`src/rtl/relu_pkg.sv`:
```
// Shared encodings for the activation-stage sequencer.
package relu_pkg;

    // Activation modes as presented on mode_i.
    typedef enum logic [1:0] {
        MODE_BYPASS     = 2'd0,
        MODE_RELU       = 2'd1,
        MODE_RELU_CLAMP = 2'd2,
        MODE_RSVD       = 2'd3
    } mode_e;

    // Sequencer states.
    typedef enum logic [1:0] {
        ST_IDLE  = 2'd0,
        ST_RUN   = 2'd1,
        ST_DRAIN = 2'd2,
        ST_DONE  = 2'd3
    } state_e;

endpackage

```
`src/rtl/relu_act_core.sv`:
```
// Combinational ReLU / clamp datapath for one signed element.
// The reserved mode is handled like plain ReLU.
module relu_act_core
    import relu_pkg::*;
#(
    parameter int BITWIDTH = 8,
    parameter int MAX_VAL  = 6
) (
    input  mode_e                      mode,
    input  logic signed [BITWIDTH-1:0] x,
    output logic signed [BITWIDTH-1:0] result,
    output logic                       is_zeroed,
    output logic                       is_clipped
);

    localparam logic signed [BITWIDTH-1:0] MAX_S  = BITWIDTH'(MAX_VAL);
    localparam logic signed [BITWIDTH-1:0] ZERO_S = {BITWIDTH{1'b0}};

    logic is_neg_s;
    logic is_big_s;

    assign is_neg_s = (x < ZERO_S);
    assign is_big_s = (x > MAX_S);

    // Select the activated value and flag zeroing / clipping events.
    always_comb begin
        result     = x;
        is_zeroed  = 1'b0;
        is_clipped = 1'b0;
        case (mode)
            MODE_BYPASS: begin
                result = x;
            end
            MODE_RELU_CLAMP: begin
                if (is_neg_s) begin
                    result    = ZERO_S;
                    is_zeroed = 1'b1;
                end else if (is_big_s) begin
                    result     = MAX_S;
                    is_clipped = 1'b1;
                end else begin
                    result = x;
                end
            end
            default: begin
                if (is_neg_s) begin
                    result    = ZERO_S;
                    is_zeroed = 1'b1;
                end else begin
                    result = x;
                end
            end
        endcase
    end

endmodule

```
`src/rtl/relu_stream_ctrl.sv`:
```
// Activation-stage sequencer: accepts a tile job, streams elements through
// relu_act_core with valid/ready on both sides, registers each result and
// keeps zero/clip statistics for the job.
module relu_stream_ctrl
    import relu_pkg::*;
#(
    parameter int BITWIDTH = 8,
    parameter int LEN_W    = 16,
    parameter int MAX_VAL  = 6
) (
    input  logic                clk_i,
    input  logic                rst_n_i,
    input  logic                start_i,
    input  logic [1:0]          mode_i,
    input  logic [LEN_W-1:0]    len_i,
    output logic                busy_o,
    output logic                done_o,
    input  logic                in_valid_i,
    output logic                in_ready_o,
    input  logic [BITWIDTH-1:0] data_i,
    output logic                out_valid_o,
    input  logic                out_ready_i,
    output logic [BITWIDTH-1:0] result_o,
    output logic [LEN_W-1:0]    zero_cnt_o,
    output logic [LEN_W-1:0]    clip_cnt_o
);

    localparam logic [LEN_W-1:0] LEN_ONE  = {{(LEN_W-1){1'b0}}, 1'b1};
    localparam logic [LEN_W-1:0] LEN_ZERO = {LEN_W{1'b0}};

    // Saturating increment for the statistics counters.
    function automatic logic [LEN_W-1:0] sat_inc(input logic [LEN_W-1:0] v);
        if (&v) begin
            return v;
        end else begin
            return v + LEN_ONE;
        end
    endfunction

    state_e              state_r;
    state_e              state_nxt_s;
    mode_e               mode_r;
    logic [LEN_W-1:0]    len_r;
    logic [LEN_W-1:0]    acc_cnt_r;
    logic [LEN_W-1:0]    acc_inc_s;
    logic                out_valid_r;
    logic [BITWIDTH-1:0] result_r;
    logic [LEN_W-1:0]    zero_cnt_r;
    logic [LEN_W-1:0]    clip_cnt_r;
    logic                in_ready_s;
    logic                accept_s;
    logic                start_ok_s;
    logic [BITWIDTH-1:0] core_result_s;
    logic                core_zero_s;
    logic                core_clip_s;

    assign start_ok_s = (state_r == ST_IDLE) && start_i;
    assign in_ready_s = (state_r == ST_RUN) && (!out_valid_r || out_ready_i);
    assign accept_s   = in_valid_i && in_ready_s;
    assign acc_inc_s  = acc_cnt_r + LEN_ONE;

    relu_act_core #(
        .BITWIDTH (BITWIDTH),
        .MAX_VAL  (MAX_VAL)
    ) u_core (
        .mode       (mode_r),
        .x          (data_i),
        .result     (core_result_s),
        .is_zeroed  (core_zero_s),
        .is_clipped (core_clip_s)
    );

    // State register.
    always_ff @(posedge clk_i) begin
        if (!rst_n_i) begin
            state_r <= ST_IDLE;
        end else begin
            state_r <= state_nxt_s;
        end
    end

    // Next-state logic: drain waits for the output register to empty.
    always_comb begin
        state_nxt_s = state_r;
        case (state_r)
            ST_IDLE: begin
                if (start_i) begin
                    state_nxt_s = (len_i == LEN_ZERO) ? ST_DONE : ST_RUN;
                end else begin
                    state_nxt_s = ST_IDLE;
                end
            end
            ST_RUN: begin
                if (accept_s && (acc_inc_s == len_r)) begin
                    state_nxt_s = ST_DRAIN;
                end else begin
                    state_nxt_s = ST_RUN;
                end
            end
            ST_DRAIN: begin
                if (!out_valid_r || out_ready_i) begin
                    state_nxt_s = ST_DONE;
                end else begin
                    state_nxt_s = ST_DRAIN;
                end
            end
            ST_DONE: begin
                state_nxt_s = ST_IDLE;
            end
            default: begin
                state_nxt_s = ST_IDLE;
            end
        endcase
    end

    // Job parameters and accepted-element counter.
    always_ff @(posedge clk_i) begin
        if (!rst_n_i) begin
            mode_r    <= MODE_BYPASS;
            len_r     <= LEN_ZERO;
            acc_cnt_r <= LEN_ZERO;
        end else if (start_ok_s) begin
            mode_r    <= mode_e'(mode_i);
            len_r     <= len_i;
            acc_cnt_r <= LEN_ZERO;
        end else if (accept_s) begin
            acc_cnt_r <= acc_inc_s;
        end else begin
            acc_cnt_r <= acc_cnt_r;
        end
    end

    // Sparsity statistics, cleared on start and saturating.
    always_ff @(posedge clk_i) begin
        if (!rst_n_i) begin
            zero_cnt_r <= LEN_ZERO;
            clip_cnt_r <= LEN_ZERO;
        end else if (start_ok_s) begin
            zero_cnt_r <= LEN_ZERO;
            clip_cnt_r <= LEN_ZERO;
        end else if (accept_s) begin
            zero_cnt_r <= core_zero_s ? sat_inc(zero_cnt_r) : zero_cnt_r;
            clip_cnt_r <= core_clip_s ? sat_inc(clip_cnt_r) : clip_cnt_r;
        end else begin
            zero_cnt_r <= zero_cnt_r;
            clip_cnt_r <= clip_cnt_r;
        end
    end

    // Output register: a new accept wins over a drain, so throughput has no bubbles.
    always_ff @(posedge clk_i) begin
        if (!rst_n_i) begin
            out_valid_r <= 1'b0;
            result_r    <= {BITWIDTH{1'b0}};
        end else if (accept_s) begin
            out_valid_r <= 1'b1;
            result_r    <= core_result_s;
        end else if (out_ready_i) begin
            out_valid_r <= 1'b0;
            result_r    <= result_r;
        end else begin
            out_valid_r <= out_valid_r;
            result_r    <= result_r;
        end
    end

    assign busy_o      = (state_r != ST_IDLE);
    assign done_o      = (state_r == ST_DONE);
    assign in_ready_o  = in_ready_s;
    assign out_valid_o = out_valid_r;
    assign result_o    = result_r;
    assign zero_cnt_o  = zero_cnt_r;
    assign clip_cnt_o  = clip_cnt_r;

endmodule

```
`config.mk`:
```
export PLATFORM = sky130hd
export DESIGN_NAME = relu_stream_ctrl
export DESIGN_NICKNAME = d
export VERILOG_FILES = /design/src/rtl/relu_pkg.sv /design/src/rtl/relu_act_core.sv /design/src/rtl/relu_stream_ctrl.sv
export SDC_FILE = /design/constraint.sdc
export NUM_CORES = 1
export LEC_CHECK = 0
export BUFFER_PORTS_ARGS = -buffer_cell sky130_fd_sc_hd__buf_2
export CORE_ASPECT_RATIO = 1.75
export CORE_MARGIN = 2
export CORE_UTILIZATION = 39
export DETAILED_ROUTE_END_ITERATION = 8
export GPL_TIMING_DRIVEN = 1
export PLACE_DENSITY_LB_ADDON = 0.3
export REMOVE_ABC_BUFFERS = 1
export SLEW_MARGIN = 20
export SYNTH_ARGS = -nofsm -noshare
export SYNTH_HDL_FRONTEND = slang
export SYNTH_SLANG_ARGS = --single-unit
```
`constraint.sdc`:
```
create_clock -name clk_i -period 6.45 [get_ports clk_i]
set_input_delay 0.9675 -clock clk_i [delete_from_list [all_inputs] [get_ports clk_i]]
set_output_delay 0.9675 -clock clk_i [all_outputs]
set_load 0.005 [all_outputs]
```
==> impl_metrics.env, run 1 <==
export IMPL_cts_hold_buf=0
export IMPL_drt_met1_wl_um=3870
export IMPL_crit_path_max_fanout=5
export IMPL_final_common_cell="dfxtp_1"
export IMPL_finish_net_count=584
export IMPL_utilization=0.469
export IMPL_clockRootBuffer="clkbuf_16"
export IMPL_ioPinCount=75
export IMPL_synth_distinct_cells=58
export IMPL_skew_ns=0.00267
export IMPL_overflow=0
export IMPL_status="completed"
export IMPL_ant_nets=0
export IMPL_start_kind="input port"
export IMPL_place_gp_congestion=0.843
export IMPL_grt_max_degree=30
export IMPL_drt_wl_total_um=9810
export IMPL_drt_first_pass_iters=5
export IMPL_postCtsSetupBuffers=0
export IMPL_area_growth_syn_to_layout_pct=18.6
export IMPL_drt_iter0_markers=264
export IMPL_ys_ff_latch=77
export IMPL_routedWlPerCell_um=14.5
export IMPL_first_global_vias=3400
export IMPL_post_cts_resized=0
export IMPL_path_delay_family="simple AND/OR/NAND/NOR gates"
export IMPL_wl_met2_um=5040
export IMPL_vdd_drop_max_mv=0.147
export IMPL_critPathArrivalTime_ns=1.72
export IMPL_chipWidth_um=79.1
export IMPL_multiInputGateArea_sq_mm=0.00217
export IMPL_dp_hpwl_um=7350
export IMPL_cp_required_ns=5.48
export IMPL_antenna_cells=0
export IMPL_crit_top_cell="buf_2"
export IMPL_path_depth=4
export IMPL_cts_tree="built"
export IMPL_grt_total_usage=0.190
export IMPL_top_layer_used="met4"
export IMPL_path_cells="buf_2, nor2b_1, nor2_1, buf_2"
export IMPL_reg2reg_slack_ns=3.94
export IMPL_syn_area_sq_mm=0.00385
export IMPL_fp_dieH_um=135
export IMPL_cts_buffers=9
export IMPL_tns_ns=0
export IMPL_initial_core_util=0.396
export IMPL_crit_path_max_incr_delay_ns=0.37
export IMPL_fmax_mhz=372
export IMPL_clk_pin_slew_worst_paths_ns=0.05
export IMPL_critPathKind="input port to primary output"
export IMPL_final_seq_area_sq_mm=0.00154
export IMPL_clockBufferDepth=2
export IMPL_p_leak_nw=1.69
export IMPL_insertion_delay_ns=0.34
export IMPL_r2r_start="acc_cnt_r[0]"
export IMPL_finalCriticalPeriod_ns=2.68
export IMPL_fillers=982
export IMPL_drv_slew=0
export IMPL_vias_per_cell=5.34
export IMPL_finalPower_w=0.00104
export IMPL_r2r_end="state_r[0]"
export IMPL_ys_warn_count=0
export IMPL_cts_sinks=77
export IMPL_placed_cells=664
export IMPL_hold_violations=0
export IMPL_stdcell_count=679
export IMPL_synth_seq_area_share=0.400
export IMPL_drc=0
export IMPL_drive_gt1_frac=0.175
export IMPL_cp_end_kind="primary output"
export IMPL_tightest_slew_ns=0.952
export IMPL_wl_met3_um=522
export IMPL_critPathCapture="in_ready_o"
export IMPL_final_cell_mix="dfxtp_1, buf_2, nand2_1, nor2_1, xnor2_1"
export IMPL_h_tree_depth=3
export IMPL_setup_viol=0
export IMPL_core_sq_mm=0.00973
export IMPL_synth_cells=484
export IMPL_worstSetupStartpoint="out_ready_i"
export IMPL_p_per_area_mw_per_mm2=228
export IMPL_dr_total_vias=3626
export IMPL_grt_pass1_wl_um=15900
export IMPL_antenna_found_initial=0
export IMPL_rows=48
export IMPL_period_share=0.416
export IMPL_hp_class="register to register"
export IMPL_async_flop_share=0
export IMPL_slew_headroom=0.365
export IMPL_rsz0062_at_grt="false"
export IMPL_synth_edf_count=0
export IMPL_r2r_cells=7
export IMPL_portBuffers=74
export IMPL_slowest_stage="nor2b_1"
export IMPL_path_buf_inv=2
export IMPL_synth_area_per_cell_sq_um=7.96
export IMPL_max_cap_violations=0
export IMPL_dieArea_sq_mm=0.0107
export IMPL_synth_main_ff_cell="dfxtp_1"
[cell type report]
cell class	count	share of cell area
Tap cell	125	0.0343
Inverter	13	0.0107
Clock inverter	2	0.00219
Sequential cell	77	0.338
Timing Repair Buffer	76	0.0844
Multi-Input combinational cell	373	0.476
Clock buffer	13	0.0548
[worst min path at each step]
stage | from | slack [ns] | cells past startpoint | end
3_5_place_dp | result_o[7] | 0.44 | 2 | result_o[7]
2_1_floorplan | len_r[5] | 0.45 | 2 | len_r[5]
4_1_cts | result_o[7] | 0.45 | 2 | result_o[7]
6_report | result_o[7] | 0.45 | 2 | result_o[7]
5_1_grt | result_o[7] | 0.46 | 2 | result_o[7]
3_3_place_gp | result_o[6] | 0.45 | 2 | result_o[6]
[per-layer routing]
| layer | up-vias | GRT usage |
|---|---|---|
| li1 | 1819 | - |
| met1 | 1680 | 0.206 |
| met2 | 100 | 0.333 |
| met3 | 27 | 0.0440 |
| met4 | 0 | 0.107 |
| met5 | - | 0 |
[registers in the layout, summed over array words and instances, names as in the netlist]
register and flops:
out_valid_o 1, state_r 2, clip_cnt_o 16, mode_r 2, len_r 16, zero_cnt_o 16
acc_cnt_r 16, result_o 8
[where the power goes]
group	total (W)	internal, W	switching [W]	leakage [nW]
Clock	0.000451	0.000268	0.000184	0.129
Combinational	0.0000885	0.0000342	0.0000543	0.940
Sequential	0.000500	0.000488	0.0000119	0.624
[cell usage after synthesis (all sizes together) (2+ instances only)]
master | number | area (sq um)
a31oi | 4 | 25.0
a22oi | 5 | 37.5
o211ai | 4 | 30.0
nor2b | 4 | 25.0
and4 | 2 | 17.5
nor3 | 22 | 121
nand4 | 9 | 62.6
nand3 | 26 | 130
nand2 | 66 | 248
ha | 3 | 37.5
dfxtp | 77 | 1540
a21oi | 32 | 160
nor2 | 63 | 236
or3 | 12 | 75.1
xnor2 | 33 | 289
nor4 | 10 | 75.1
buf | 9 | 41.3
and3 | 5 | 31.3
and4b | 2 | 20.0
xor2 | 16 | 140
o2111ai | 2 | 17.5
inv | 13 | 48.8
nand2b | 7 | 43.8
mux2i | 3 | 30.0
and2 | 3 | 18.8
o21ai | 15 | 75.1
clkbuf | 12 | 46.3
[cells by family after synthesis]
family	synth area share
buffers and inverters	0.0354
muxes	0.0107
xor gates and xnor gates	0.111
AOI/OAI and AO/OA	0.133
adders and majority gates	0.00975
and+or+nand+nor	0.299
DFF	0.400
[stage by stage]
stage	hold WS [ns]	worst slack (ns)	area, sq um
after detailed placement	0.445	3.49	4310
after global placement	0.445	3.52	4310
after CTS	0.451	3.77	4570
after floorplan	0.448	3.90	3760
after global routing	0.465	3.62	4570
final	0.446	3.77	4570
[worst min-delay path, delay by kind of cell (launching register included)]
family           cells  cell delay [ns]
flip-flops           1             0.30
AND/OR/NAND/NOR      1             0.05
AO/OA/AOI/OAI        1             0.05
Power figures use the tool's default switching activity.
==> run 2: changes to the inputs <==
clock period = 2.3 ns   (was 6.45 ns; I/O delays follow)
==> run 2 against run 1 <==
- global-route usage increased by 1.4 points
- routed wire length rose by 6.5%
- critical path type is now register to register
- sequential cell count unchanged
- power grew to 3.2 times the previous value
- via count up 2.8%
- worst setup slack lost 3.6 ns
- final area grew 5.3%
- combinational power grew to 3.1 times the previous value
- utilization increased by 2.5 points
- hold slack got worse by 0.19 ns
- first-iteration DRC count is 27% lower
- clock power increased to 3.6 times the previous value
==> impl_metrics.env, run 2 (synthesis gave the netlist of run 1 again) <==
export IMPL_status="completed"
export IMPL_pre_cts_ws_ns=0.120
export IMPL_finish_net_count=604
export IMPL_critPathKind="register to register"
export IMPL_tns_ns=0
export IMPL_final_cell_mix="dfxtp_1, buf_2, nand2_1, nor2_1, xnor2_1"
export IMPL_area_growth_syn_to_layout_pct=24.8
export IMPL_setup_ws_ns=0.189
export IMPL_cts_sinks=77
export IMPL_insertion_delay_ns=0.33
export IMPL_hold_violations=0
export IMPL_drv_slew=0
export IMPL_cts_buffers=9
export IMPL_ant_nets=0
export IMPL_fillers=1010
export IMPL_dr_total_vias=3728
export IMPL_clock_power_share=0.493
export IMPL_period_share=0.918
export IMPL_antenna_cells=0
export IMPL_cts_hold_buf=0
export IMPL_p_int_w=0.00257
export IMPL_dp_hpwl_um=7950
export IMPL_seqPwrFrac=0.424
export IMPL_drt_iter0_markers=193
export IMPL_switching_share=0.222
export IMPL_portBuffers=74
export IMPL_drive_gt1_frac=0.210
export IMPL_crit_path_max_fanout=7
export IMPL_rows=48
export IMPL_p_leak_nw=1.82
export IMPL_grt_pass1_wl_um=17100
export IMPL_clk_pin_slew_worst_paths_ns=0.06
export IMPL_dieArea_sq_mm=0.0107
export IMPL_p_per_area_mw_per_mm2=686
export IMPL_ioPinCount=75
export IMPL_postCtsSetupBuffers=0
export IMPL_cp_end_kind="register"
export IMPL_tightest_slew_ns=0.696
export IMPL_core_sq_mm=0.00973
export IMPL_fin_worst_hold_slack_ns=0.256
export IMPL_chipWidth_um=79.1
export IMPL_h_tree_depth=3
export IMPL_final_common_cell="dfxtp_1"
export IMPL_fmax_mhz=474
export IMPL_vdd_drop_max_mv=0.455
export IMPL_rsz0062_at_grt="false"
export IMPL_antenna_found_initial=0
export IMPL_drt_wl_total_um=10400
export IMPL_finalCriticalPeriod_ns=2.11
export IMPL_clockBufferDepth=2
export IMPL_cts_tree="built"
export IMPL_placed_area_sq_mm=0.00446
export IMPL_comb_power_share=0.082
export IMPL_skew_ns=0.00521
export IMPL_critPathArrivalTime_ns=2.30
export IMPL_finalInstanceArea_sq_mm=0.00481
export IMPL_p_sw_w=0.000731
export IMPL_grt_max_degree=26
export IMPL_cp_required_ns=2.49
export IMPL_fp_dieH_um=135
export IMPL_routedWlPerCell_um=14.9
export IMPL_vias_per_cell=5.33
export IMPL_start_kind="register"
export IMPL_grt_total_usage=0.204
export IMPL_max_cap_violations=0
export IMPL_drt_first_pass_iters=6
export IMPL_slew_headroom=0.536
export IMPL_initial_core_util=0.396
export IMPL_hp_class="input port to register"
export IMPL_setup_viol=0
export IMPL_place_gp_congestion=0.893
export IMPL_clockRootBuffer="clkbuf_16"
export IMPL_drc=0
export IMPL_first_global_vias=3594
export IMPL_overflow=0
[run 2: cell count changes in the layout (fill, tap and decap cells not counted), sizes merged]
cell | previous run | this run
buf | 76 | 96
bufinv | 0 | 3
clkbuf | 13 | 12
clkinv | 2 | 1
[run 2: worst paths after layout]
check,startpoint,end,slack (ns),cells after the start
min,mode_i[0],mode_r[0],0.26,3
max reg2reg,acc_cnt_r[0],state_r[0],0.19,8
max,acc_cnt_r[0],state_r[0],0.19,8
min reg2reg,result_o[1],result_o[1],0.46,2
[run 2: routing by layer]
layer  up-vias  share of wire  GRT usage
li1       1855              -          -
met4         0          0.032     0.0920
met3        24          0.049     0.0427
met2       109           0.54      0.376
met5         -              0          0
met1      1740           0.38      0.218
[run 2: cell type report]
| type | instances | area [sq um] | share of cell area |
|---|---|---|---|
| Clock buffer | 12 | 246 | 0.0513 |
| Clock inverter | 4 | 95.1 | 0.0198 |
| Inverter | 13 | 48.8 | 0.0102 |
| Multi-Input combinational cell | 373 | 2180 | 0.454 |
| Sequential cell | 77 | 1540 | 0.321 |
| Tap cell | 125 | 156 | 0.0325 |
| Timing Repair Buffer | 96 | 536 | 0.111 |
[run 2: critical path, stage by stage (launching register included)]
cell,delay (ns)
dfxtp_1,0.39
ha_2,0.28
nand4_1,0.23
buf_4,0.23
o21ai_0,0.07
o2111a_1,0.20
nand4_1,0.12
nor4_2,0.37
o31ai_1,0.10
[run 2: what timing repair did]
action,4_1_cts,5_1_grt
hold endpoints to repair,0,0
gates resized for setup,0,2
endpoints found under the setup margin,0,2
[run 2: stage by stage]
stage	instances	total power [W]	utilization
2_1_floorplan	463	0.00157	-
3_3_place_gp	684	0.00170	0.458
3_5_place_dp	684	0.00170	0.458
4_1_cts	700	0.00333	0.493
5_1_grt	700	0.00342	0.494
6_report	700	0.00330	0.494
[run 2: power groups by stage]
stage	clock [W]	combinational, W	sequential (W)
CTS	0.00166	0.000273	0.00140
floorplan	0	0.000153	0.00142
detailed placement	0	0.000272	0.00143
global placement	0	0.000270	0.00143
finish	0.00163	0.000272	0.00140
global route	0.00171	0.000305	0.00140
==> run 3: changes to the inputs <==
clock period = 1.8 ns   (was 2.3 ns; I/O delays follow)
==> run 3 against run 2 <==
- the run now ends with negative setup slack left
- global-route usage increased by 1.5 points
- fmax increased by 9.3%
- clock power about the same
- register-to-register slack got worse by 0.32 ns
- sequential cell count unchanged
- largest cell class unchanged
- critical path type unchanged
- count of clock-buffer cells in the layout unchanged
- cell count increased by 9.9%
- first-iteration DRC count increased by 47%
- hold slack got worse by 0.087 ns
- utilization increased by 8.1 points
- worst setup slack got worse by 0.32 ns
==> impl_metrics.env, run 3 (synthesis gave the netlist of run 1 again) <==
export IMPL_status="finished with violations"
export IMPL_violations="negative setup slack"
export IMPL_grt_max_degree=38
export IMPL_overflow=0
export IMPL_drt_met1_wl_um=4330
export IMPL_clockRootBuffer="clkbuf_16"
export IMPL_worstSetupStartpoint="acc_cnt_r[1]"
export IMPL_skew_ns=0.00486
export IMPL_insertion_delay_ns=0.34
export IMPL_dp_hpwl_um=8520
export IMPL_antenna_found_initial=0
export IMPL_crit_path_max_fanout=5
export IMPL_placed_area_sq_mm=0.00492
export IMPL_fmax_mhz=518
export IMPL_slew_headroom=0.707
export IMPL_critPathArrivalTime_ns=2.14
export IMPL_cp_required_ns=2.01
export IMPL_rows=48
export IMPL_p_int_w=0.00292
export IMPL_cts_tree="built"
export IMPL_fin_worst_hold_slack_ns=0.169
export IMPL_period_share=1.07
export IMPL_r2r_start="acc_cnt_r[1]"
export IMPL_r2r_cells=8
export IMPL_ant_nets=0
export IMPL_start_kind="register"
export IMPL_ioPinCount=75
export IMPL_finish_net_count=675
export IMPL_p_leak_nw=2.24
export IMPL_drive_gt1_frac=0.370
export IMPL_grt_pass1_wl_um=18300
export IMPL_wl_met2_um=6390
export IMPL_vdd_drop_max_mv=0.581
export IMPL_wl_met3_um=486
export IMPL_antenna_cells=0
export IMPL_chipWidth_um=79.1
export IMPL_fp_dieH_um=135
export IMPL_reg2reg_slack_ns=-0.13
export IMPL_fillers=909
export IMPL_cts_buffers=9
export IMPL_comb_power_share=0.109
export IMPL_hp_class="input port to register"
export IMPL_tightest_slew_ns=0.439
export IMPL_clk_pin_slew_worst_paths_ns=0.06
export IMPL_seqPwrFrac=0.464
export IMPL_top_layer_used="met4"
export IMPL_portBuffers=74
export IMPL_core_sq_mm=0.00973
export IMPL_place_gp_congestion=0.935
export IMPL_p_sw_w=0.000931
export IMPL_max_cap_violations=0
export IMPL_dr_total_vias=4041
export IMPL_drt_wl_total_um=11700
export IMPL_critPathCapture="state_r[0]"
export IMPL_setup_viol=5
export IMPL_routedWlPerCell_um=15.2
export IMPL_vias_per_cell=5.25
export IMPL_initial_core_util=0.396
export IMPL_first_global_vias=3952
export IMPL_switching_share=0.242
export IMPL_drv_slew=0
export IMPL_clockBufferDepth=2
export IMPL_final_cell_mix="buf_4, buf_2, dfxtp_1, nand2_1, nor2_1"
export IMPL_area_growth_syn_to_layout_pct=45.2
export IMPL_h_tree_depth=3
export IMPL_cp_end_kind="register"
export IMPL_drt_first_pass_iters=4
export IMPL_rsz0062_at_grt="true"
export IMPL_drt_iter0_markers=284
export IMPL_critPathKind="register to register"
export IMPL_final_common_cell="buf_4"
export IMPL_finalCriticalPeriod_ns=1.93
export IMPL_p_per_area_mw_per_mm2=689
export IMPL_cts_hold_buf=0
export IMPL_final_seq_area_sq_mm=0.00156
export IMPL_multiInputGateArea_sq_mm=0.00245
export IMPL_cts_sinks=77
export IMPL_clock_power_share=0.427
export IMPL_dieArea_sq_mm=0.0107
export IMPL_drc=0
export IMPL_whs_path_depth=3
export IMPL_hold_violations=0
export IMPL_grt_total_usage=0.219
export IMPL_setup_ws_ns=-0.132
export IMPL_finalInstanceArea_sq_mm=0.00559
export IMPL_r2r_end="state_r[0]"
==> run 3: cell count changes in the layout (fill, tap and decap cells not counted), moves of 7 or more <==
cell     before  now
nor3_1       21   11
dfxtp_1      77   67
buf_6         0    7
nor3_2        0    8
buf_4        22   85
dfxtp_2       0    8
==> run 3: worst max-delay path, stage by stage (launching register included) <==
cell and delay (ns):
dfxtp_4 0.37, ha_4 0.13, nand4_1 0.27, buf_4 0.25
o21ai_2 0.05, o2111a_1 0.18, nand4_1 0.13, nor4_4 0.33
o31ai_1 0.10
==> run 3: worst min-delay path by stage <==
stage / from / to / slack (ns)
final: mode_i[1] / mode_r[1] / 0.17
after global routing: mode_i[1] / mode_r[1] / 0.15
after CTS: mode_i[1] / mode_r[1] / 0.17
after detailed placement: result_o[1] / result_o[1] / 0.45
after global placement: result_o[2] / result_o[2] / 0.45
after floorplan: rst_n_i / state_r[1] / 0.39
==> run 3: final cells by class <==
type,count,share of cell area
multi-input combinational,373,0.439
clock buffer,12,0.0459
sequential,77,0.279
clock inverter,2,0.00179
inverter,13,0.00873
timing repair buffer,167,0.198
tap,125,0.0280
==> run 3: repair_timing <==
item / in CTS / in global routing
resized for setup: 35 / 43
pin swaps: 13 / 20
buffers inserted: 2 / 8
endpoints found under the setup margin: 10 / 35
gates cloned: 1 / 1
==> run 3: metal layers <==
layer  global-route usage  vias to the layer above
met2                0.399                       87
met3               0.0567                       32
met1                0.224                     1920
met5                    0                        -
met4                0.113                        0
li1                     -                     2002
==> run 3: metrics by stage <==
stage                     utilization  cells  setup TNS (ns)  power (W)  worst slack (ns)
after floorplan                     -    463           -8.95    0.00201            -0.507
after global placement          0.506    744          -0.463    0.00219            -0.236
after detailed placement        0.506    744          -0.653    0.00220            -0.291
after CTS                       0.550    760          -0.182    0.00387            -0.102
after global routing            0.575    769           -1.60    0.00402            -0.206
final                           0.575    769          -0.302    0.00385            -0.132
==> run 3: power by group through the flow <==
stage,clock (W),combinational [W],sequential (W)
CTS,0.00168,0.000399,0.00179
global placement,0,0.000375,0.00182
finish,0.00165,0.000418,0.00179
global route,0.00177,0.000455,0.00179
floorplan,0,0.000195,0.00181
detailed placement,0,0.000380,0.00182
